**src/rtl/i2c_rx_frontend_if.sv**
```systemverilog
// i2c_rx_frontend_if: raw I2C pins in, conditioned levels/strobes and received bytes out.
interface i2c_rx_frontend_if;
    logic       scl_in;
    logic       sda_in;
    logic       scl;
    logic       sda;
    logic       scl_rise;
    logic       scl_fall;
    logic       start_det;
    logic       stop_det;
    logic       bus_busy;
    logic [7:0] rx_byte;
    logic       rx_valid;
    logic       ack_slot;
    logic       rx_ack;
    logic       ack_valid;
    logic [3:0] bit_cnt;
    logic       bus_err;

    modport master (
        output scl_in, sda_in,
        input  scl, sda, scl_rise, scl_fall, start_det, stop_det, bus_busy,
        input  rx_byte, rx_valid, ack_slot, rx_ack, ack_valid, bit_cnt, bus_err
    );

    modport slave (
        input  scl_in, sda_in,
        output scl, sda, scl_rise, scl_fall, start_det, stop_det, bus_busy,
        output rx_byte, rx_valid, ack_slot, rx_ack, ack_valid, bit_cnt, bus_err
    );
endinterface

```
**src/rtl/i2c_rx_frontend.sv**
```systemverilog
// i2c_rx_frontend: pin synchronizer, glitch filter, SCL edge / START / STOP detection and byte deserialiser.
// Define I2C_GLITCH_FILTER_EN to enable the FILT_LEN-clock glitch filter; otherwise the filter is a single register.
module i2c_rx_frontend #(
    parameter int unsigned FILT_LEN = 3
) (
    input  logic             clk,
    input  logic             rst,
    i2c_rx_frontend_if.slave bus
);
    typedef enum logic [1:0] {IDLE, BITS, ACK} state_t;

    if (FILT_LEN < 1 || FILT_LEN > 15) begin : g_bad_filt_len
        $error("FILT_LEN must be in 1..15");
    end

    // Bit 0 carries SCL, bit 1 carries SDA throughout the conditioning pipeline.
    logic [1:0] sync1, sync2, filt, filt_d;

    always_ff @(posedge clk) begin
        if (!rst) begin
            sync1 <= '1;
            sync2 <= '1;
        end else begin
            sync1 <= {bus.sda_in, bus.scl_in};
            sync2 <= sync1;
        end
    end

`ifdef I2C_GLITCH_FILTER_EN
    logic [3:0] cnt [2];

    // Level follows the synchronized line only after FILT_LEN consecutive disagreeing clocks.
    always_ff @(posedge clk) begin
        if (!rst) begin
            filt <= '1;
            for (int i = 0; i < 2; i++) cnt[i] <= 4'd0;
        end else begin
            for (int i = 0; i < 2; i++) begin
                if (sync2[i] == filt[i]) begin
                    cnt[i] <= 4'd0;
                end else if (cnt[i] == 4'(FILT_LEN - 1)) begin
                    filt[i] <= sync2[i];
                    cnt[i]  <= 4'd0;
                end else begin
                    cnt[i] <= cnt[i] + 4'd1;
                end
            end
        end
    end
`else
    always_ff @(posedge clk) begin
        if (!rst) filt <= '1;
        else      filt <= sync2;
    end
`endif

    state_t     state, state_n;
    logic [3:0] bit_cnt, bit_cnt_n;
    logic [7:0] shadow, shadow_n, rx_byte, rx_byte_n;
    logic       rx_valid, rx_valid_n, ack_slot, ack_slot_n;
    logic       rx_ack, rx_ack_n, ack_valid, ack_valid_n, bus_busy, bus_busy_n;
    logic       scl_rise, scl_fall, start_det, stop_det, bus_err;
    logic       rise_c, fall_c, start_c, stop_c, err_c;

    // SDA edges count as strobes only while SCL was high on both samples.
    always_comb begin
        rise_c  = filt[0] & ~filt_d[0];
        fall_c  = ~filt[0] & filt_d[0];
        start_c = filt[0] & filt_d[0] & filt_d[1] & ~filt[1];
        stop_c  = filt[0] & filt_d[0] & ~filt_d[1] & filt[1];
        err_c   = (start_c | stop_c) & ((state == BITS && bit_cnt != 4'd0) || state == ACK);
    end

    always_ff @(posedge clk) begin
        if (!rst) begin
            filt_d    <= '1;
            scl_rise  <= 1'b0;
            scl_fall  <= 1'b0;
            start_det <= 1'b0;
            stop_det  <= 1'b0;
            bus_err   <= 1'b0;
        end else begin
            filt_d    <= filt;
            scl_rise  <= rise_c;
            scl_fall  <= fall_c;
            start_det <= start_c;
            stop_det  <= stop_c;
            bus_err   <= err_c;
        end
    end

    always_ff @(posedge clk) begin
        if (!rst) begin
            state     <= IDLE;
            bit_cnt   <= 4'd0;
            shadow    <= 8'h00;
            rx_byte   <= 8'h00;
            rx_valid  <= 1'b0;
            ack_slot  <= 1'b0;
            rx_ack    <= 1'b1;
            ack_valid <= 1'b0;
            bus_busy  <= 1'b0;
        end else begin
            state     <= state_n;
            bit_cnt   <= bit_cnt_n;
            shadow    <= shadow_n;
            rx_byte   <= rx_byte_n;
            rx_valid  <= rx_valid_n;
            ack_slot  <= ack_slot_n;
            rx_ack    <= rx_ack_n;
            ack_valid <= ack_valid_n;
            bus_busy  <= bus_busy_n;
        end
    end

    always_comb begin
        state_n     = state;
        bit_cnt_n   = bit_cnt;
        shadow_n    = shadow;
        rx_byte_n   = rx_byte;
        rx_valid_n  = 1'b0;
        ack_slot_n  = ack_slot;
        rx_ack_n    = rx_ack;
        ack_valid_n = 1'b0;
        bus_busy_n  = bus_busy;
        if (stop_det) begin
            state_n    = IDLE;
            bus_busy_n = 1'b0;
            bit_cnt_n  = 4'd0;
            ack_slot_n = 1'b0;
        end else if (start_det) begin
            state_n    = BITS;
            bus_busy_n = 1'b1;
            bit_cnt_n  = 4'd0;
            ack_slot_n = 1'b0;
        end else if (scl_rise) begin
            case (state)
                BITS: begin
                    shadow_n  = {shadow[6:0], filt[1]};
                    bit_cnt_n = bit_cnt + 4'd1;
                    if (bit_cnt == 4'd7) begin
                        rx_byte_n  = {shadow[6:0], filt[1]};
                        rx_valid_n = 1'b1;
                        ack_slot_n = 1'b1;
                        state_n    = ACK;
                    end
                end
                ACK: begin
                    rx_ack_n    = filt[1];
                    ack_valid_n = 1'b1;
                    ack_slot_n  = 1'b0;
                    bit_cnt_n   = 4'd0;
                    state_n     = BITS;
                end
                default: ;
            endcase
        end
    end

    assign bus.scl       = filt[0];
    assign bus.sda       = filt[1];
    assign bus.scl_rise  = scl_rise;
    assign bus.scl_fall  = scl_fall;
    assign bus.start_det = start_det;
    assign bus.stop_det  = stop_det;
    assign bus.bus_busy  = bus_busy;
    assign bus.rx_byte   = rx_byte;
    assign bus.rx_valid  = rx_valid;
    assign bus.ack_slot  = ack_slot;
    assign bus.rx_ack    = rx_ack;
    assign bus.ack_valid = ack_valid;
    assign bus.bit_cnt   = bit_cnt;
    assign bus.bus_err   = bus_err;
endmodule

```
**src/flat_wrapper.sv**
```systemverilog
// flat-port wrapper written by rule: the top's interface ports become plain ports
module i2c_rx_frontend_flat 
#(
    parameter int unsigned FILT_LEN = 3
)
  (clk, rst, bus_scl_in, bus_sda_in, bus_scl, bus_sda, bus_scl_rise, bus_scl_fall, bus_start_det, bus_stop_det, bus_bus_busy, bus_rx_byte, bus_rx_valid, bus_ack_slot, bus_rx_ack, bus_ack_valid, bus_bit_cnt, bus_bus_err);
  i2c_rx_frontend_if bus_i ();
  input  logic clk;
  input  logic rst;
  input wire logic [$bits(bus_i.scl_in)-1:0] bus_scl_in;
  input wire logic [$bits(bus_i.sda_in)-1:0] bus_sda_in;
  output wire logic [$bits(bus_i.scl)-1:0] bus_scl;
  output wire logic [$bits(bus_i.sda)-1:0] bus_sda;
  output wire logic [$bits(bus_i.scl_rise)-1:0] bus_scl_rise;
  output wire logic [$bits(bus_i.scl_fall)-1:0] bus_scl_fall;
  output wire logic [$bits(bus_i.start_det)-1:0] bus_start_det;
  output wire logic [$bits(bus_i.stop_det)-1:0] bus_stop_det;
  output wire logic [$bits(bus_i.bus_busy)-1:0] bus_bus_busy;
  output wire logic [$bits(bus_i.rx_byte)-1:0] bus_rx_byte;
  output wire logic [$bits(bus_i.rx_valid)-1:0] bus_rx_valid;
  output wire logic [$bits(bus_i.ack_slot)-1:0] bus_ack_slot;
  output wire logic [$bits(bus_i.rx_ack)-1:0] bus_rx_ack;
  output wire logic [$bits(bus_i.ack_valid)-1:0] bus_ack_valid;
  output wire logic [$bits(bus_i.bit_cnt)-1:0] bus_bit_cnt;
  output wire logic [$bits(bus_i.bus_err)-1:0] bus_bus_err;
  assign bus_i.scl_in = bus_scl_in;
  assign bus_i.sda_in = bus_sda_in;
  assign bus_scl = bus_i.scl;
  assign bus_sda = bus_i.sda;
  assign bus_scl_rise = bus_i.scl_rise;
  assign bus_scl_fall = bus_i.scl_fall;
  assign bus_start_det = bus_i.start_det;
  assign bus_stop_det = bus_i.stop_det;
  assign bus_bus_busy = bus_i.bus_busy;
  assign bus_rx_byte = bus_i.rx_byte;
  assign bus_rx_valid = bus_i.rx_valid;
  assign bus_ack_slot = bus_i.ack_slot;
  assign bus_rx_ack = bus_i.rx_ack;
  assign bus_ack_valid = bus_i.ack_valid;
  assign bus_bit_cnt = bus_i.bit_cnt;
  assign bus_bus_err = bus_i.bus_err;
  i2c_rx_frontend #(.FILT_LEN(FILT_LEN)) u_core (.clk(clk), .rst(rst), .bus(bus_i));
endmodule
```
**config.mk**
```make
export PLATFORM = sky130hd
export DESIGN_NAME = i2c_rx_frontend_flat
export DESIGN_NICKNAME = d
export VERILOG_FILES = /design/src/rtl/i2c_rx_frontend_if.sv /design/src/rtl/i2c_rx_frontend.sv /design/src/flat_wrapper.sv
export SDC_FILE = /design/constraint.sdc
export NUM_CORES = 1
export LEC_CHECK = 0
export CORE_ASPECT_RATIO = 1.75
export CORE_MARGIN = 5
export CORE_UTILIZATION = 28
export DETAILED_ROUTE_END_ITERATION = 7
export SLEW_MARGIN = 25
export SYNTH_ARGS = -nofsm -noshare
export SYNTH_HDL_FRONTEND = slang
export SYNTH_SLANG_ARGS = --single-unit
export TNS_END_PERCENT = 5
```
**constraint.sdc**
```tcl
create_clock -name clk -period 2.4 [get_ports clk]
set_input_delay 0.24 -clock clk [delete_from_list [all_inputs] [get_ports clk]]
set_output_delay 0.24 -clock clk [all_outputs]
set_load 0.02 [all_outputs]
```
# After elaboration in Yosys (flattened, before gate mapping)
# Index checks and enable logic that the tools add are counted.
# word_totals
elab_cells	68
ff_bits	39
inputBits	4
output_inout_bits	24
# classes
reduce_logical	16
bitwise_logic	18
add_sub_neg	1
n_eq_ne	5
muxes	9
# op_table
operator	count
1-bit NOT	9
1-bit bitwise AND	8
4-bit case mux with 2 select lines	1
4-bit AND reduction	2
3-bit AND reduction	2
1-bit two-way mux	5
5-bit AND reduction	1
5-bit OR reduction	1
4-bit by 1-bit adder with 4-bit output, second input constant	1
4-bit by 3-bit == test with 1-bit output, second input constant	1
2-bit case mux with 2 select lines	1
2-bit nonzero test	2
4-bit nonzero test	1
4-bit OR reduction	1
3-bit by 2-bit inequality test with 1-bit output, second input constant	1
3-bit nonzero test	1
3-bit OR reduction	1
2-bit by 1-bit == test with 1-bit output, second input constant	1
2-bit == test, second input constant	1
2-bit two-way mux	1
2-bit inequality test, second input constant	1
1-bit case mux with 2 select lines	1
2-bit AND reduction	1
2-bit OR reduction	1
other kinds (3)	3

# Logic depth before layout (Yosys ltp)
# Gate-level depths: netlist of run 1.
# depth
ltp_word	5
depth_mapped	6
depth_no_buf	5

# Least setup slack after synthesis of run 1
# Ideal clock, no wire load.
# synth_path
path_type	reg2reg
startpoint	reg u_core.bus.ack_slot (netlist name)
endpoint	reg u_core.bit_cnt[3], in the netlist u_core.bus.bit_cnt[3]
stages_incl_launch_ff	6
setup_time_ns	0.070
slack_ns	0.790
t_arrival_ns	1.540
synth_period_minus_slack_ns	1.610
cell_sequence	dfxtp_1 inv_1 ha_1 nand2b_1 or3_1 a21oi_1
# synth_rtl
item	line	source
end signal: assignment	i2c_rx_frontend.sv:105	bit_cnt <= bit_cnt_n;
end: declaration	i2c_rx_frontend.sv:58	logic [3:0] bit_cnt, bit_cnt_n;

==> results, run 1 <==
- Among all flip-flop cells after synthesis, the most frequent one is sky130_fd_sc_hd__dfxtp_1.
- The worst register-to-register path has a setup slack of 0.62 ns.
- Measured along the x axis, the die boundary spans 65.38 µm.
- After synthesis, the netlist uses 36 different library cells.
- OpenSTA, run right after detailed placement, puts the worst setup slack at 0.6538 ns.
- Power spread over the standard cell area amounts to 637.8 mW/mm².
- Traced cell by cell, the critical path runs through inv_1, ha_1, nand4bb_1, o21ai_0, a21boi_0.
- The total iterations of the first detailed-routing run is 4.
- The share of the clock period used by the worst path is 0.7398.
- The effective utilization at floorplan is 0.2860.
- The launching element type of the critical path is a flip-flop.
- Of the cells placed in the final design, the portion with a size suffix greater than 1 is 0.06044.
- Buffers inserted to repair hold after CTS numbered 0.
- Of the total power, the share spent switching nets is 0.1888.
- The clock transition at the register clock pins on the worst setup and hold paths after CTS is 0.07 ns.
- The sum of negative setup slack is 0 ns.
- The cell area that synthesis handed to floorplanning was 0.001503 mm².
- In this run the remaining antenna-violating nets after routing total 0.
- The hold-critical path depth is 1.
- The first-pass GRT wire length is 5.264 mm.
- The terminus of the critical flop-to-flop path is u_core.bus.rx_byte[4].
- The flow ran to the end, and the final reports show no timing, DRC or antenna violations.
- In the final layout, flip-flops and latches occupy 760.7 µm².
- Setup repair after global routing left no endpoint under its margin.
- The share of total power dissipated in the clock network is 0.445.
- Post-CTS timing repair inserted 0 buffers for setup.
- The number of antenna diodes in the final layout is 0.
- For this run, asynchronously set or reset flops after synthesis account for 0.
- The highest net fanout along the worst path is 15.
- The number of flops mapped to enable cells by yosys is 0.
- The area of the core is 0.005255 mm².
- In the final layout, the multi-input gates occupy 661.9 µm².
- The final core utilization is 0.3631.
- STA classifies the critical path endpoint as a flip-flop.
- Counting every instance in the synthesized netlist gives 155.
- The global placer's final weighted congestion is 0.7599.
- The post-route minimum period is 1.775 ns.
- Internal power comes to 0.9872 mW.
- The final routed wirelength across all metal layers is 3.002 mm.
- The maximum clock rate is 563.2 MHz.
- The clock tree from TritonCTS is yes.
- The largest voltage drop on the vdd net is 0.2868 mV.
- The area share of the largest cell type after synthesis is 0.5062.
- In this run, synthesis produced a sequential element count of 38.
- Once detailed placement completed, the half-perimeter wirelength came to 2.185 mm.
- The number of global-route vias before repair was 1173.
- The detailed router finished its first iteration with 27 violations.
- Of the total power, combinational logic draws 0.029.
- The post-cts gate resize count is 0.
- The slowest library cell on the worst path is sky130_fd_sc_hd__nand4bb_1.
- TritonCTS created 5 clock buffers.
- The path with the worst hold slack has its endpoint at u_core.filt[1].
- The final hold violation count is 0.
- The final count of pins violating max slew is 0.
- In the post-synthesis netlist, the biggest area contributors are sky130_fd_sc_hd__dfxtp_1, sky130_fd_sc_hd__a21boi_1, sky130_fd_sc_hd__nand2_1, sky130_fd_sc_hd__ha_1, sky130_fd_sc_hd__nand2b_1.
- The startpoint of the worst hold path is u_core.sync2[1].
- The mean instance size in the synthesized netlist is 9.695 µm².
- The worst hold path belongs to the class flip-flop to flip-flop.
- The max-capacitance violation count is 0.
- After synthesis, the most frequently instantiated cells are sky130_fd_sc_hd__dfxtp_1, sky130_fd_sc_hd__nand2_1, sky130_fd_sc_hd__nand3_1.
- The number of placement rows is 35.
- Counting every net in the synthesized netlist gives 164.
- The number of input and output port buffers inserted is 27.
- In this run the power spent charging and discharging nets is 0.2298 mW.
- The combined global-route utilization of all metal layers is 0.09664.
- The transition time at the pin with the least slew margin is 0.5967 ns.
- The endpoint required time on the critical path is 2.57 ns.
- The leakage component of the power is 0.6625 nW.
- For this run, the register share of the synthesized area comes to 0.5062.
- The final hold slack is 0.4074 ns.
- The die covers 0.006989 mm².
- The die is 106.9 µm tall.
- The start-to-end type of the worst setup path is flip-flop to flip-flop.
- The worst stage delay on the critical path is 0.52 ns.
- The detailed-route via count is 1150.
- The synthesized design spends more area on one cell type than any other, namely sky130_fd_sc_hd__dfxtp_1.
- In this run the count of I/O pins placed on the die edge is 28.
- The count of fill cells added during filler insertion is 577.
- The worst register-to-register path begins at u_core.bus.ack_slot.
- Across the routed clock network, the largest skew measured is 0.003875 ns.
- The H-tree generated during clock tree synthesis spans 2 levels.
- The final critical-path setup slack is 0.6245 ns.
- The number of sinks driven by the clock tree is 38.
- In the routed design, unresolved DRC markers number 0.
- The power after layout is 1.217 mW.
- For this run the aggregate overflow at the end of global routing stands at 0.
- The share of power burned in registers is 0.526.
- Compared with the post-synthesis result, the final layout area differs by 26.98%.
- Entering global routing, the biggest net connects 28 pins.
- The clock reaches the later pin of the worst-skew pair after 0.28 ns.
- After detailed routing, the number of vias per cell comes to 4.852.
- The cell count of the worst reg-to-reg path is 5.
- The remaining max-slew budget at the tightest pin is 0.5999.
- The number of buffers on the longest clock path is 2.
- The clock root buffer is sky130_fd_sc_hd__clkbuf_8.
- Dividing the detail-routed wire length by the instance count gives 12.67 µm.
- The final net count is 191.
- The total number of yosys warnings is 0.
- The most frequently used cell type in the post-synthesis netlist is sky130_fd_sc_hd__dfxtp_1.
- The data arrival time of the critical path is 1.95 ns.
- The initial antenna violation count is 0.
- Setup violations remaining at the end of the flow were counted as 0.
==> worst max-delay path by stage <==
stage | startpoint | endpoint | slack (ns) | depth (start not counted)
after global routing | u_core.bus.ack_slot | u_core.bus.rx_byte[4] | 0.42 | 5
final | u_core.bus.ack_slot | u_core.bus.rx_byte[4] | 0.62 | 5
after detailed placement | u_core.bus.ack_slot | u_core.bus.rx_byte[0] | 0.65 | 5
after CTS | u_core.bus.ack_slot | u_core.bus.rx_byte[7] | 0.63 | 5
after global placement | u_core.bus.ack_slot | u_core.bus.rx_byte[4] | 0.68 | 5
after floorplan | u_core.bus.ack_slot | u_core.bus.bit_cnt[3] | 0.79 | 5
==> cell type report <==
class,instances,area share
multi-input combinational,102,0.3469
clock buffer,6,0.04328
tap,55,0.03607
inverter,7,0.01377
timing repair buffer,28,0.1456
clock inverter,1,0.01574
sequential,38,0.3987
==> cell usage in the layout (no fill, tap or decap), types with 2 or more instances in the layout <==
cell type | synthesis | final
sky130_fd_sc_hd__clkbuf_8 | 0 | 6
sky130_fd_sc_hd__dfxtp_1 | 38 | 38
sky130_fd_sc_hd__o21ai_0 | 9 | 9
sky130_fd_sc_hd__and3b_1 | 2 | 2
sky130_fd_sc_hd__nand2_1 | 20 | 20
sky130_fd_sc_hd__nor2_1 | 6 | 6
sky130_fd_sc_hd__mux2i_1 | 2 | 2
sky130_fd_sc_hd__inv_1 | 7 | 7
sky130_fd_sc_hd__nand2b_1 | 10 | 10
sky130_fd_sc_hd__a21boi_1 | 10 | 10
sky130_fd_sc_hd__nor3b_1 | 2 | 2
sky130_fd_sc_hd__ha_1 | 5 | 5
sky130_fd_sc_hd__a21boi_0 | 5 | 5
sky130_fd_sc_hd__clkdlybuf4s50_1 | 0 | 27
sky130_fd_sc_hd__nand3_1 | 11 | 11
sky130_fd_sc_hd__nand3b_1 | 2 | 2
==> power by group through the flow <==
| stage | Sequential (mW) | Clock [mW] | Combinational, mW |
|---|---|---|---|
| floorplan | 0.656 | 0 | 0.0205 |
| global placement | 0.655 | 0 | 0.0355 |
| detailed placement | 0.655 | 0 | 0.0356 |
| CTS | 0.640 | 0.563 | 0.0357 |
| global route | 0.641 | 0.590 | 0.0386 |
| finish | 0.640 | 0.542 | 0.0348 |
==> layer usage <==
| layer | global-route usage | share of wire | vias up |
|---|---|---|---|
| li1 | - | - | 582 |
| met1 | 0.09610 | 0.39 | 542 |
| met2 | 0.1748 | 0.54 | 20 |
| met3 | 0.02725 | 0.040 | 6 |
| met4 | 0.05341 | 0.027 | 0 |
| met5 | 0 | 0 | - |
==> stage by stage <==
| stage | area, µm² | instances |
|---|---|---|
| 2_1_floorplan | 1503 | 155 |
| 3_3_place_gp | 1795 | 230 |
| 3_5_place_dp | 1795 | 230 |
| 4_1_cts | 1908 | 237 |
| 5_1_grt | 1908 | 237 |
| 6_report | 1908 | 237 |
==> flip-flops by register name (all words and copies together) (netlist names), 2 cells and up <==
signal / count
u_core.bus.bit_cnt: 4
u_core.bus.rx_byte: 8
u_core.filt: 2
u_core.filt_d: 2
u_core.shadow: 7
u_core.sync1: 2
u_core.sync2: 2
==> worst max-delay path, delay by kind of cell, from the launching register on <==
kind / cells / cell delay [ns]
and+or+nand+nor: 1 / 0.52
DFF: 1 / 0.35
AOI/OAI and AO/OA: 2 / 0.42
buffers and inverters: 1 / 0.10
adders and majority gates: 1 / 0.27
==> logic make-up (layout without fill, tap and decap cells) <==
| family | after synthesis | in the layout | share of synthesized area |
|---|---|---|---|
| buffers and inverters | 15 | 42 | 0.05328 |
| XOR/XNOR | 2 | 2 | 0.01166 |
| AO/OA/AOI/OAI | 32 | 32 | 0.1466 |
| AND/OR/NAND/NOR | 61 | 61 | 0.2273 |
| adder cells (fa/ha/maj) | 5 | 5 | 0.04163 |
| multiplexers | 2 | 2 | 0.01332 |
| flip-flops | 38 | 38 | 0.5062 |
Power figures use the tool's default switching activity.
==> run 2, diff against run 1 <==
==> constraint.sdc (replaced) <==
create_clock -name clk -period 1.9 [get_ports clk]
set_input_delay 0.19 -clock clk [delete_from_list [all_inputs] [get_ports clk]]
set_output_delay 0.19 -clock clk [all_outputs]
set_load 0.02 [all_outputs]
==> results, run 2 (synthesis gave the netlist of run 1 again) <==
- The flow ran to the end, and the final reports show no timing, DRC or antenna violations.
- The leakage component of the power is 0.6721 nW (+1.5%).
- TritonCTS built the clock tree.
- The die span in y was 106.9 µm (unchanged).
- The number of global-route vias before repair is 1165 (-0.68%).
- The violation count after the first detailed-route iteration is 13 (-52%).
- The clock transition at the register clock pins on the worst setup and hold paths after CTS is 0.08 ns (about the same).
- The cell count of the worst reg-to-reg path is 5 (unchanged).
- The number of nets with antenna violations after routing is 0 (unchanged).
- The leading cell type in the layout, fill and taps excluded is sky130_fd_sc_hd__dfxtp_1.
- The final routed wirelength across all metal layers is 3.008 mm (+0.20%).
- The start-to-end type of the worst setup path is flip-flop to output pin.
- The initial antenna violation count is 0 (unchanged).
- The buffers inserted during post-CTS setup optimization is 0 (unchanged).
- The post-cts gate resize count was 0 (unchanged).
- The number of hold buffers added after CTS is 0 (unchanged).
- The proportion of layout cells with a drive suffix above 1 came to 0.07065 (+0.01021).
- Dividing the final minimum period by the clock period gives 0.8800.
- The overall die area was 0.006989 mm² (unchanged).
- The number of buffers on the longest clock path is 2 (unchanged).
- The CTS buffer count came to 5 (unchanged).
- The remaining routing DRC violations came to 0 (unchanged).
- The detailed-placement wirelength estimate is 2.216 mm (+1.4%).
- The detailed-route via count is 1158 (+0.70%).
- The final net count is 193 (+1.0%).
- The critical path goes through clkdlybuf4s50_1.
- The detail-routed via count per cell is 4.845 (-0.15%).
- The transition time at the pin with the least slew margin was 0.4308 ns (-0.1659 ns).
- The final hold violation count is 0 (unchanged).
- The clock latency at the later pin of the worst-skew pair came to 0.29 ns (about the same).
- The largest net degree at the start of global routing is 28 (unchanged).
- Setup repair after global routing left no endpoint under its margin.
- The number of sinks driven by the clock tree is 38 (unchanged).
- The sum of negative setup slack is 0 ns (unchanged).
- The max-capacitance violation count is 0 (unchanged).
- The cell area after layout is 0.001923 mm² (+0.79%).
- The launching element type of the critical path is a flip-flop.
- The effective utilization at floorplan is 0.2860 (unchanged).
- The number of top-level design ports is 28 (unchanged).
- The power after layout is 1.539 mW (+26%).
- The area of the core is 0.005255 mm² (unchanged).
- The depth of the CTS H-tree is 2 (unchanged).
- The largest registers in the layout are u_core.bus.rx_byte (8), u_core.shadow (7), u_core.bus.bit_cnt (4).
- The residual overflow from global routing is 0 (unchanged).
- The hold-critical path depth came to 1 (unchanged).
- The endpoint required time on the critical path is 1.71 ns (-0.86 ns).
- The number of cells on the critical path is 1 (-4).
- Derived from the worst setup path, the maximum achievable clock frequency is 598.1 MHz.
- The total iterations of the first detailed-routing run is 4 (unchanged).
- The clock tree skew after final layout is 0.01106 ns (+0.007181 ns).
- The setup violation total in the final timing report is 0 (unchanged).
- The remaining max-slew budget at the tightest pin is 0.7119 (+0.1120).
- The power density of the placed cells is 800.5 mW/mm² (+26%).
- The number of flip-flops in the largest register is 8 (unchanged).
- The highest net fanout along the worst path is 10 (-5).
- The total cell area at the placement stage is 0.001810 mm² (+0.84%).
- The data arrival time of the critical path is 1.48 ns (-0.47 ns).
- The first-pass GRT wire length is 5.147 mm (-2.2%).
- The final count of pins violating max slew was 0 (unchanged).
- Grouping stages by cell kind, the critical path spends the most delay in buffers and inverters.
- The clock root buffer is sky130_fd_sc_hd__clkbuf_8.
- The number of input and output port buffers inserted is 27 (unchanged).
- The worst stage delay on the critical path came to 0.67 ns (+0.15 ns).
- The combined global-route utilization of all metal layers came to 0.09455 (-0.002082).
- The largest voltage drop on the vdd net is 0.4391 mV (+53%).
- The buffer and inverter count on the worst path is 1 (unchanged).
- The post-route minimum period is 1.672 ns.
- The class of the tightest hold or removal check is flip-flop to flip-flop.
- The routed length per instance was 12.59 µm (-0.64%).
- The slowest stage of the critical path belongs to the cell sky130_fd_sc_hd__clkdlybuf4s50_1.
- The area added between synthesis and finish is 27.98%.
- The die outline width is 65.38 µm (unchanged).
- The global placer's final weighted congestion is 0.7864 (+3.5%).
- The library cells used most frequently in the layout, excluding fill and tap cells, are sky130_fd_sc_hd__dfxtp_1, sky130_fd_sc_hd__clkdlybuf4s50_1, sky130_fd_sc_hd__nand2_1.
- The critical path endpoint category is an output pin.
- The register bank with the most flops is u_core.bus.rx_byte.
- The number of placement rows is 35 (unchanged).
- The number of diodes added for antenna fixing is 0 (unchanged).
run 2: cell count changes in the layout (fill, tap and decap cells not counted):
cell	before	now
sky130_fd_sc_hd__buf_4	1	3
run 2: worst paths after layout:
check / to / start / slack (ns)
hold / removal: u_core.sync2[1] / u_core.sync1[1] / 0.41
hold reg to reg: u_core.sync2[1] / u_core.sync1[1] / 0.41
setup reg to reg: u_core.bus.bit_cnt[3] / u_core.bus.ack_slot / 0.29
setup / recovery: bus_scl_rise / u_core.bus.scl_rise / 0.23
run 2: power by group:
group	internal (mW)	switching, mW
sequential	0.804	0.00509
combinational	0.0234	0.0213
clock	0.420	0.266
run 2: metrics by stage:
stage | worst slack (ns) | hold slack, ns | utilization | instances
floorplan | 0.2898 | 0.2915 | - | 155
global placement | 0.3646 | 0.3893 | 0.3445 | 232
detailed placement | 0.3273 | 0.3968 | 0.3445 | 232
CTS | 0.2071 | 0.4149 | 0.3660 | 239
global route | 0.1640 | 0.4443 | 0.3660 | 239
finish | 0.2280 | 0.4113 | 0.3660 | 239
run 2: routing by layer:
layer | track usage | wire length [µm] | vias up
li1 | - | - | 585
met1 | 0.09369 | 1170 | 543
met2 | 0.1690 | 1606 | 22
met3 | 0.02516 | 132 | 8
met4 | 0.05935 | 98 | 0
met5 | 0 | 0 | -
run 2: final cells by class:
cell class	count	area, µm²
clock inverters	1	30.03
well taps	55	68.82
fillers	549	3332
flip-flops and latches	38	760.7
repair buffers	30	292.8
clock buffers	6	82.58
inverters	7	26.28
multi-input cells	102	661.9
